--- src/rtl/bloom_if.sv ---
// Request/response bundle between the address decoder side and the bloom bit array.
// The decoder side (master) presents one request; the array (slave) reports completion, hit and count.
interface bloom_if #(
    parameter int SIZE = 16,
    parameter int K    = 4
);
    logic                  in_valid;
    logic                  in_ready;
    logic [1:0]            op;
    logic [K*SIZE-1:0]     decoder_out;
    logic                  done;
    logic                  hit;
    logic [7:0]            count;

    modport master (
        output in_valid, op, decoder_out,
        input  in_ready, done, hit, count
    );

    modport slave (
        input  in_valid, op, decoder_out,
        output in_ready, done, hit, count
    );
endinterface

--- src/rtl/bloom_bit_array.sv ---
// K banks of SIZE membership bits; insert/query/clear walk the banks one per cycle.
// Returns a registered hit flag and a saturating count of distinct inserts.
module bloom_bit_array #(
    parameter int SIZE = 16,
    parameter int K    = 4
) (
    input  logic     clk,
    input  logic     rst,
    bloom_if.slave   bus
);
    localparam int IW = (K > 1) ? $clog2(K) : 1;

    localparam logic [1:0] OP_INS = 2'b00;
    localparam logic [1:0] OP_QRY = 2'b01;
    localparam logic [1:0] OP_CLR = 2'b10;

    typedef enum logic [1:0] {
        S_IDLE = 2'd0,
        S_BUSY = 2'd1,
        S_DONE = 2'd2
    } state_t;

    state_t              state_q, state_d;
    logic [IW-1:0]       idx_q, idx_d;
    logic [1:0]          op_q, op_d;
    logic [K*SIZE-1:0]   data_q, data_d;
    logic [SIZE-1:0]     bank_q [K];
    logic [SIZE-1:0]     bank_d [K];
    logic                hit_acc_q, hit_acc_d;
    logic                hit_q, hit_d;
    logic [7:0]          count_q, count_d;

    logic                accept_s;
    logic                last_s;
    logic [SIZE-1:0]     slice_s;
    logic                overlap_s;
    logic                ready_s;
    logic                done_s;

    assign accept_s  = bus.in_valid && (state_q == S_IDLE);
    assign last_s    = (idx_q == IW'(K - 1));
    assign slice_s   = data_q[int'(idx_q) * SIZE +: SIZE];
    assign overlap_s = |(bank_q[idx_q] & slice_s);

    // State register
    always_ff @(posedge clk or posedge rst) begin
        if (rst) begin
            state_q <= S_IDLE;
        end else begin
            state_q <= state_d;
        end
    end

    // Next-state logic
    always_comb begin
        state_d = state_q;
        case (state_q)
            S_IDLE: begin
                if (accept_s) begin
                    state_d = S_BUSY;
                end else begin
                    state_d = S_IDLE;
                end
            end
            S_BUSY: begin
                if (last_s) begin
                    state_d = S_DONE;
                end else begin
                    state_d = S_BUSY;
                end
            end
            S_DONE:  state_d = S_IDLE;
            default: state_d = S_IDLE;
        endcase
    end

    // Handshake outputs decoded from registered state only
    always_comb begin
        ready_s = 1'b0;
        done_s  = 1'b0;
        case (state_q)
            S_IDLE:  ready_s = 1'b1;
            S_DONE:  done_s  = 1'b1;
            default: begin
                ready_s = 1'b0;
                done_s  = 1'b0;
            end
        endcase
    end

    assign bus.in_ready = ready_s;
    assign bus.done     = done_s;
    assign bus.hit      = hit_q;
    assign bus.count    = count_q;

    // Datapath: latch request, update one bank per BUSY cycle, publish result entering DONE
    always_comb begin
        idx_d     = idx_q;
        op_d      = op_q;
        data_d    = data_q;
        bank_d    = bank_q;
        hit_acc_d = hit_acc_q;
        hit_d     = hit_q;
        count_d   = count_q;
        case (state_q)
            S_IDLE: begin
                if (accept_s) begin
                    op_d      = bus.op;
                    data_d    = bus.decoder_out;
                    idx_d     = {IW{1'b0}};
                    hit_acc_d = 1'b1;
                end else begin
                    idx_d     = idx_q;
                end
            end
            S_BUSY: begin
                // Insert checks membership against pre-insert contents, so hit means "already present"
                case (op_q)
                    OP_INS: begin
                        hit_acc_d     = hit_acc_q & overlap_s;
                        bank_d[idx_q] = bank_q[idx_q] | slice_s;
                    end
                    OP_QRY: hit_acc_d = hit_acc_q & overlap_s;
                    OP_CLR: begin
                        hit_acc_d     = 1'b0;
                        bank_d[idx_q] = {SIZE{1'b0}};
                    end
                    default: hit_acc_d = 1'b0;
                endcase
                if (last_s) begin
                    hit_d = hit_acc_d;
                    if (op_q == OP_CLR) begin
                        count_d = 8'd0;
                    end else if ((op_q == OP_INS) && !hit_acc_d && (count_q != 8'd255)) begin
                        count_d = count_q + 8'd1;
                    end else begin
                        count_d = count_q;
                    end
                end else begin
                    idx_d = idx_q + IW'(1);
                end
            end
            default: begin
                idx_d = idx_q;
            end
        endcase
    end

    // Datapath registers
    always_ff @(posedge clk or posedge rst) begin
        if (rst) begin
            idx_q     <= {IW{1'b0}};
            op_q      <= 2'b00;
            data_q    <= {(K*SIZE){1'b0}};
            hit_acc_q <= 1'b0;
            hit_q     <= 1'b0;
            count_q   <= 8'd0;
            for (int i = 0; i < K; i++) begin
                bank_q[i] <= {SIZE{1'b0}};
            end
        end else begin
            idx_q     <= idx_d;
            op_q      <= op_d;
            data_q    <= data_d;
            hit_acc_q <= hit_acc_d;
            hit_q     <= hit_d;
            count_q   <= count_d;
            for (int i = 0; i < K; i++) begin
                bank_q[i] <= bank_d[i];
            end
        end
    end
endmodule

--- src/flat_wrapper.sv ---
// flat-port wrapper written by rule: the top's interface ports become plain ports
module bloom_bit_array_flat 
#(
    parameter int SIZE = 16,
    parameter int K    = 4
)
  (clk, rst, bus_in_valid, bus_op, bus_decoder_out, bus_in_ready, bus_done, bus_hit, bus_count);
  bloom_if #(.SIZE(SIZE), .K(K)) bus_i ();
  input  logic clk;
  input  logic rst;
  input wire logic [$bits(bus_i.in_valid)-1:0] bus_in_valid;
  input wire logic [$bits(bus_i.op)-1:0] bus_op;
  input wire logic [$bits(bus_i.decoder_out)-1:0] bus_decoder_out;
  output wire logic [$bits(bus_i.in_ready)-1:0] bus_in_ready;
  output wire logic [$bits(bus_i.done)-1:0] bus_done;
  output wire logic [$bits(bus_i.hit)-1:0] bus_hit;
  output wire logic [$bits(bus_i.count)-1:0] bus_count;
  assign bus_i.in_valid = bus_in_valid;
  assign bus_i.op = bus_op;
  assign bus_i.decoder_out = bus_decoder_out;
  assign bus_in_ready = bus_i.in_ready;
  assign bus_done = bus_i.done;
  assign bus_hit = bus_i.hit;
  assign bus_count = bus_i.count;
  bloom_bit_array #(.SIZE(SIZE), .K(K)) u_core (.clk(clk), .rst(rst), .bus(bus_i));
endmodule
--- config.mk ---
export PLATFORM = sky130hd
export DESIGN_NAME = bloom_bit_array_flat
export DESIGN_NICKNAME = d
export VERILOG_FILES = /design/src/rtl/bloom_if.sv /design/src/rtl/bloom_bit_array.sv /design/src/flat_wrapper.sv
export SDC_FILE = /design/constraint.sdc
export NUM_CORES = 1
export LEC_CHECK = 0
export ABC_AREA = 1
export BUFFER_PORTS_ARGS = -buffer_cell sky130_fd_sc_hd__buf_2
export CAP_MARGIN = 10
export CORE_MARGIN = 10
export CORE_UTILIZATION = 45
export DETAILED_ROUTE_END_ITERATION = 12
export GPL_TIMING_DRIVEN = 0
export PLACE_DENSITY = 0.64
export SYNTH_ARGS = -nofsm -noshare
export SYNTH_HDL_FRONTEND = slang
export SYNTH_SLANG_ARGS = --single-unit
--- constraint.sdc ---
create_clock -name clk -period 3.9 [get_ports clk]
set_input_delay 0.39 -clock clk [delete_from_list [all_inputs] [get_ports clk]]
set_output_delay 0.39 -clock clk [all_outputs]
set_load 0.05 [all_outputs]
-- Yosys cells after proc, flatten, opt, wreduce, memory -nomap -nowiden
Cells that the tools add are included.
- $add $sub $neg: 2
- mux-type cells: 21
- bitwise gates (word level): 6
- shift-type cells: 1
- reduce and logical (&&, ||, !) cells: 18
- equal/unequal tests: 8
- $lt $le $gt $ge: 2
- operators with widths (cell ; count):
    case mux 64 bit (2 select lines) ; 1
    AND 64 bit ; 1
    bitwise mux 64 bit ; 1
    NOT 64 bit ; 1
    variable part select 64 x 7 -> 16 bit ; 1
    two-way mux 16 bit ; 3
    binary-select mux 16 bit (select 2 bit) ; 1
    demux 16 bit (select 2 bit) ; 1
    AND 16 bit ; 1
    two-way mux 8 bit ; 2
    OR 16 bit ; 1
    OR reduction 16 bit ; 1
    adder 8 x 1 -> 8 bit (second input constant) ; 1
    inequality test 8 bit (second input constant) ; 1
    case mux 2 bit (2 select lines) ; 2
    AND reduction 2 bit ; 4
    equality test 2 bit (second input constant) ; 3
    two-way mux 1 bit ; 6
    two-way mux 2 bit ; 3
    AND reduction 3 bit ; 2
    nonzero test 2 bit ; 3
    equality test 2 x 1 -> 1 bit (second input constant) ; 2
    logical AND 1 bit ; 4
    logical NOT 2 bit ; 2
    10 further kinds ; 10
- input port bits: 69
- bits in registers: 144
- output and inout port bits: 11
- word-level logic and storage cells: 69

-- Logic depth before layout (Yosys ltp)
- depth after elaboration: 14
- mapped depth: 16
- depth with buffers taken out: 14

-- Worst setup path before layout
No wires, ideal clock.
- kind: reg-to-reg
- from: reg u_core.state_q[0]
- to: reg u_core.data_q[0]
- path slack: 1.780 ns
- data required time: 3.834 ns
- setup time: 0.066 ns
- path buffers: 2
- cell stages (with the launch flop): 8
- arrival: 2.054 ns
- clock period less this slack: 2.120 ns
- cell sequence: dfrtp_1 > nor2_1 > nand2_1 > clkinv_1 > clkbuf_1 > buf_1 > nand2_1 > nand2_1
- word-level cells in the longest chain between the ends: 3
- RTL lines (what ; line ; text):
    from (decl) ; bloom_bit_array.sv:23 ; state_t state_q, state_d;
    from (signal assigned) ; bloom_bit_array.sv:50 ; state_q <= state_d;
    logical NOT 2 bit * ; bloom_bit_array.sv:40, bloom_bit_array.sv:105 ;
    logical AND 1 bit ; bloom_bit_array.sv:40 ; assign accept_s = bus.in_valid && (state_q == S_IDLE);
    AND reduction 2 bit (no source line) * ; - ;
    to (signal assigned) ; bloom_bit_array.sv:154 ; data_q <= {(K*SIZE){1'b0}};
    to (signal assigned) ; bloom_bit_array.sv:164 ; data_q <= data_d;
    to (decl) ; bloom_bit_array.sv:26 ; logic [K*SIZE-1:0] data_q, data_d;
Mark *: on every way between the ends. The rest lies on a longest branch, timed or not.
A chain may end at the register's enable or synchronous reset.

-- Worst setup path after layout
- from: reg u_core.idx_q[1]
- to: reg u_core.bank_q[33] in the netlist's numbering
- word-level cells in the longest chain between the ends: 8
- elaborated cells on any way between the ends: 15
- classes of those cells: 2 x order compare; 1 x shift; 7 x mux; 4 x bitwise; 1 x reduce/logical
- RTL lines (what ; line ; text):
    from (decl) ; bloom_bit_array.sv:24 ; logic [IW-1:0] idx_q, idx_d;
    from (signal assigned) ; bloom_bit_array.sv:152 ; idx_q <= {IW{1'b0}};
    from (signal assigned) ; bloom_bit_array.sv:162 ; idx_q <= idx_d;
    parallel branches: the longest is 7 deep, another holds variable part select 64 x 7 -> 16 bit ; - ;
    case mux 64 bit (2 select lines) * ; bloom_bit_array.sv:118 ; case (op_q)
    to (signal, indexed assignment) ; bloom_bit_array.sv:159 ; bank_q[i] <= {SIZE{1'b0}};
    to (signal, indexed assignment) ; bloom_bit_array.sv:169 ; bank_q[i] <= bank_d[i];
    to (decl) ; bloom_bit_array.sv:27 ; logic [SIZE-1:0] bank_q [K];
Every way passes the cells marked *. The select of a mux whose other input is x is not followed.

==> impl_table.tex <==
\begin{tabular}{lr}
\hline
Metric & Value \\
\hline
\multicolumn{2}{l}{\textbf{Final layout}} \\
\quad Proportion of layout cells with a drive suffix above 1 & 0.134 \\
\quad Count of antenna diodes in the layout & 0 \\
\quad Net count, final & 1,070 \\
\quad Signed area change from the synthesized netlist to the final layout & 18.0\% \\
\quad Number of filler cells placed in the layout & 1,505 \\
\multicolumn{2}{l}{\textbf{Floorplan}} \\
\quad Chip width & 143 µm \\
\quad Placement Rows & 44 \\
\quad Io pins & 80 \\
\quad Placeable core region & 14,600 µm² \\
\quad Die Span Y & 143 µm \\
\quad Area of the die & 20,300 µm² \\
\quad Starting utilization of the core area & 0.462 \\
\multicolumn{2}{l}{\textbf{Worst setup path}} \\
\quad Destination of the worst register-to-register timing path & u\_core.bank\_q[33] \\
\quad Peak fanout along the critical path & 11 \\
\quad RR Startpoint & u\_core.idx\_q[1] \\
\quad Category of the most critical setup path & flip-flop to flip-flop \\
\quad Worst setup SP type & flip-flop \\
\quad Worst Reg2Reg Path Length in Cells & 7 \\
\quad Kind of end point of the critical path & flip-flop \\
\quad Setup slack of the most critical reg-to-reg path & 1.17 ns \\
\quad Required time reported for the critical path endpoint & 4.17 ns \\
\quad Endpoint arrival time on the critical path & 3.00 ns \\
\multicolumn{2}{l}{\textbf{Routing}} \\
\quad Routed len/inst & 16.9 µm \\
\quad Final Routed Wirelength & 20,100 µm \\
\quad Vias post-DR & 6,143 \\
\quad DR DRC count & 0 \\
\quad Residual antenna-violating net count after detailed routing & 0 \\
\quad Via density & 5.16 \\
\quad First-pass iteration count of the detailed router & 5 \\
\quad Detailed Route Iter0 Violations & 529 \\
\multicolumn{2}{l}{\textbf{Power and ir drop}} \\
\quad Part of the power in the clock network & 0.192 \\
\quad Fraction of power spent switching nets & 0.449 \\
\quad Leakage component of the power & 0.00427 µW \\
\quad Power density cells & 920 nW/µm² \\
\quad Internal power & 4040 µW \\
\quad Combinational power share & 0.450 \\
\quad Largest vdd supply drop & 454 µV \\
\quad Reg power frac & 0.358 \\
\quad Switching component of the power & 3300 µW \\
\multicolumn{2}{l}{\textbf{Synthesis}} \\
\quad Adder and majority gate portion of the synthesized area & 0.00925 \\
\quad Share of the synthesized area in compound gates (AO/OA/AOI/OAI) & 0.0568 \\
\quad Synth Net Count & 967 \\
\quad Yosys reg bits & 144 \\
\quad Multiplexer share of the synthesized area & 0 \\
\quad Netlist Area Pre-Place & 6760 µm² \\
\quad Synthesized instance count & 893 \\
\quad Mapped Avg Cell Area & 7.57 µm² \\
\quad Post-synthesis share of cell area spent on xor and xnor gates & 0.00648 \\
\quad Combinational family with the most area after synthesis & simple AND/OR/NAND/NOR gates \\
\quad Fraction of the mapped netlist area in simple logic gates & 0.355 \\
\quad Count of cell types in the netlist & 25 \\
\quad Sequential cell area fraction in the yosys report & 0.533 \\
\quad Total of warnings raised by yosys & 0 \\
\multicolumn{2}{l}{\textbf{Timing}} \\
\quad Setup repair after global routing missed its margin & no \\
\quad Clock period minus final worst setup slack & 2.73 ns \\
\quad Max-slew headroom & 0.357 \\
\quad Number of endpoints failing setup at the final stage & 0 \\
\quad Final worst path period share & 0.700 \\
\quad Count of endpoints failing hold in the final timing report & 0 \\
\quad Setup skew after layout & 0.00862 ns \\
\quad Final Hold Slack & 0.163 ns \\
\quad Setup tns final & 0 ns \\
\quad Number of slew-limit violations in the final report & 0 \\
\quad Worst Tran Pin Value & 0.955 ns \\
\quad Highest clock frequency the design can meet & 366 MHz \\
\multicolumn{2}{l}{\textbf{Min path}} \\
\quad Destination of the worst hold path & u\_core.data\_q[18] \\
\quad Worst hold path startpoint & bus\_decoder\_out[18] \\
\quad Hold WC Path Type & primary input to flip-flop \\
\quad Number of instances on the worst hold path & 3 \\
\multicolumn{2}{l}{\textbf{Clocking}} \\
\quad Clk Latency, worst-skew pair & 0.42 ns \\
\quad Buffer type at the clock tree root & sky130\_fd\_sc\_hd\_\_clkbuf\_16 \\
\quad Cells resized by post-CTS repair & 0 \\
\quad TritonCTS clock tree & yes \\
\quad Clock transition at the registers of the reported paths & 0.06 ns \\
\quad CTS buffer count & 17 \\
\quad Maximum root-to-sink buffer count & 2 \\
\quad Number of clock sinks & 144 \\
\quad Number of H-tree levels & 4 \\
\multicolumn{2}{l}{\textbf{Placed design}} \\
\quad Final RePlAce weighted congestion & 0.858 \\
\quad Total of buffers placed on input and output ports & 79 \\
\quad Post-detail-place hpwl & 14,300 µm \\
\multicolumn{2}{l}{\textbf{GRT}} \\
\quad Remaining global-route overflow & 0 \\
\quad Number of global-route vias before repair & 6,165 \\
\quad Overall fraction of global-route tracks in use & 0.208 \\
\quad Pin count of the biggest net entering global routing & 34 \\
\quad Initial antenna violation count & 0 \\
\quad First-pass GRT wire length & 32,600 µm \\
\multicolumn{2}{l}{\textbf{Run}} \\
\quad Max-cap check violation count & 0 \\
\multicolumn{2}{l}{\textbf{Outcome}} \\
\quad Outcome & finished clean \\
\hline
\end{tabular}
==> flip-flops by register name, summed over array words and instances (netlist names) <==
register	flops
u_core.state_q	2
u_core.idx_q	2
u_core.bus.count	8
u_core.hit_acc_q	1
u_core.op_q	2
u_core.data_q	64
u_core.bus.hit	1
u_core.bank_q	64
==> per-layer routing <==
| metal | part of all wire | up-vias | routed length [µm] | track usage |
|---|---|---|---|---|
| met1 | 0.45 | 2889 | 9080 | 0.280 |
| met3 | 0.074 | 40 | 1480 | 0.0631 |
| met4 | 0.027 | 0 | 550 | 0.0749 |
| met5 | 0 | - | 0 | 0 |
| met2 | 0.45 | 187 | 8970 | 0.312 |
| li1 | - | 3027 | - | - |
==> per-stage QoR <==
step	worst slack, ns	total power, µW	instances	util	cell area (µm²)
final	1.17	7340	1191	0.545	7980
after global routing	0.866	7990	1191	0.545	7980
after CTS	1.16	7350	1191	0.545	7980
after detailed placement	1.18	5910	1160	0.510	7470
after global placement	0.721	5840	1156	0.505	7390
after floorplan	1.70	4820	893	-	6770
==> repair_timing <==
action / 4_1_cts / 5_1_grt
buffers inserted: 0 / 0
hold buffers: 1 / 0
hold endpoints to repair: 10 / 0
==> Yosys cell counts, drive strengths merged <==
library cell / n / share of area
nor3b: 1 / 0.0011
xnor2: 1 / 0.0013
a31o: 1 / 0.0013
nor3: 2 / 0.0015
buf: 19 / 0.018
inv: 11 / 0.0061
nand4: 2 / 0.0019
xor2: 4 / 0.0052
nor2: 39 / 0.022
dfrtp: 144 / 0.53
o21ai: 74 / 0.055
nand2: 484 / 0.27
nand3: 77 / 0.057
a21oi: 1 / 0.00074
ha: 5 / 0.0093
clkinv: 3 / 0.0019
clkbuf: 25 / 0.014
==> worst max-delay path: stages, from the launching register on <==
cell                       delay [ns]
sky130_fd_sc_hd__dfrtp_1         0.37
sky130_fd_sc_hd__buf_2           0.21
sky130_fd_sc_hd__clkinv_2        0.14
sky130_fd_sc_hd__buf_2           0.24
sky130_fd_sc_hd__ha_1            0.23
sky130_fd_sc_hd__o21ai_0         0.68
sky130_fd_sc_hd__clkbuf_1        0.52
sky130_fd_sc_hd__o21ai_0         0.18
==> kinds of logic after synthesis <==
logic type      after synthesis
xor+xnor                      5
fa+ha+maj                     5
compound gates               76
buf+inv                      58
simple gates                605
flops                       144
==> how the worst max path moves through the flow <==
stage | from | end | slack [ns] | depth (start not counted)
after floorplan | rst | u_core.bank_q[0] | 1.70 | 1
final | u_core.idx_q[1] | u_core.bank_q[33] | 1.17 | 7
after global placement | rst | u_core.bus.count[3] | 0.72 | 2
after CTS | u_core.idx_q[1] | u_core.bank_q[36] | 1.16 | 7
after detailed placement | u_core.idx_q[1] | u_core.bank_q[36] | 1.18 | 7
after global routing | u_core.idx_q[1] | u_core.bank_q[47] | 0.87 | 7
==> cells in the final DEF, fill, tap and decap left out <==
cell                              n
sky130_fd_sc_hd__nand2_1        481
sky130_fd_sc_hd__dfrtp_1        144
sky130_fd_sc_hd__buf_2           92
sky130_fd_sc_hd__nand3_1         77
sky130_fd_sc_hd__o21ai_0         74
sky130_fd_sc_hd__nor2_1          38
sky130_fd_sc_hd__clkbuf_1        30
sky130_fd_sc_hd__clkbuf_16       17
sky130_fd_sc_hd__inv_1            8
sky130_fd_sc_hd__clkinv_2         6
sky130_fd_sc_hd__ha_1             5
sky130_fd_sc_hd__buf_6            4
sky130_fd_sc_hd__xor2_1           4
sky130_fd_sc_hd__buf_12           4
sky130_fd_sc_hd__clkinvlp_4       3
sky130_fd_sc_hd__inv_2            2
sky130_fd_sc_hd__clkinv_1         2
sky130_fd_sc_hd__nand2_4          2
sky130_fd_sc_hd__nand4_1          2
sky130_fd_sc_hd__nor3_1           2
sky130_fd_sc_hd__buf_4            1
sky130_fd_sc_hd__nor2_2           1
sky130_fd_sc_hd__buf_1            1
sky130_fd_sc_hd__nand2_2          1
sky130_fd_sc_hd__a31o_2           1
sky130_fd_sc_hd__a21oi_1          1
sky130_fd_sc_hd__nor3b_1          1
sky130_fd_sc_hd__xnor2_1          1
sky130_fd_sc_hd__clkbuf_8         1
sky130_fd_sc_hd__dlygate4sd3_1    1
==> area by class of cell <==
type | instances | area [µm²] | share of cell area
plain buffers | 44 | 215 | 0.0270
well taps | 184 | 230 | 0.0289
inverters | 14 | 57.6 | 0.00721
repair buffers | 84 | 485 | 0.0608
multi-input cells | 691 | 2890 | 0.362
clock buffers | 23 | 458 | 0.0574
clock inverters | 7 | 40.0 | 0.00502
flip-flops and latches | 144 | 3600 | 0.452
==> power groups by stage <==
stage	Clock, µW	Combinational, µW	Sequential (µW)
floorplan	0	2260	2560
detailed placement	0	3280	2630
global placement	0	3210	2620
CTS	1430	3300	2620
global route	1500	3780	2710
finish	1410	3310	2630
Note: power is estimated with default switching activity, not from simulation.
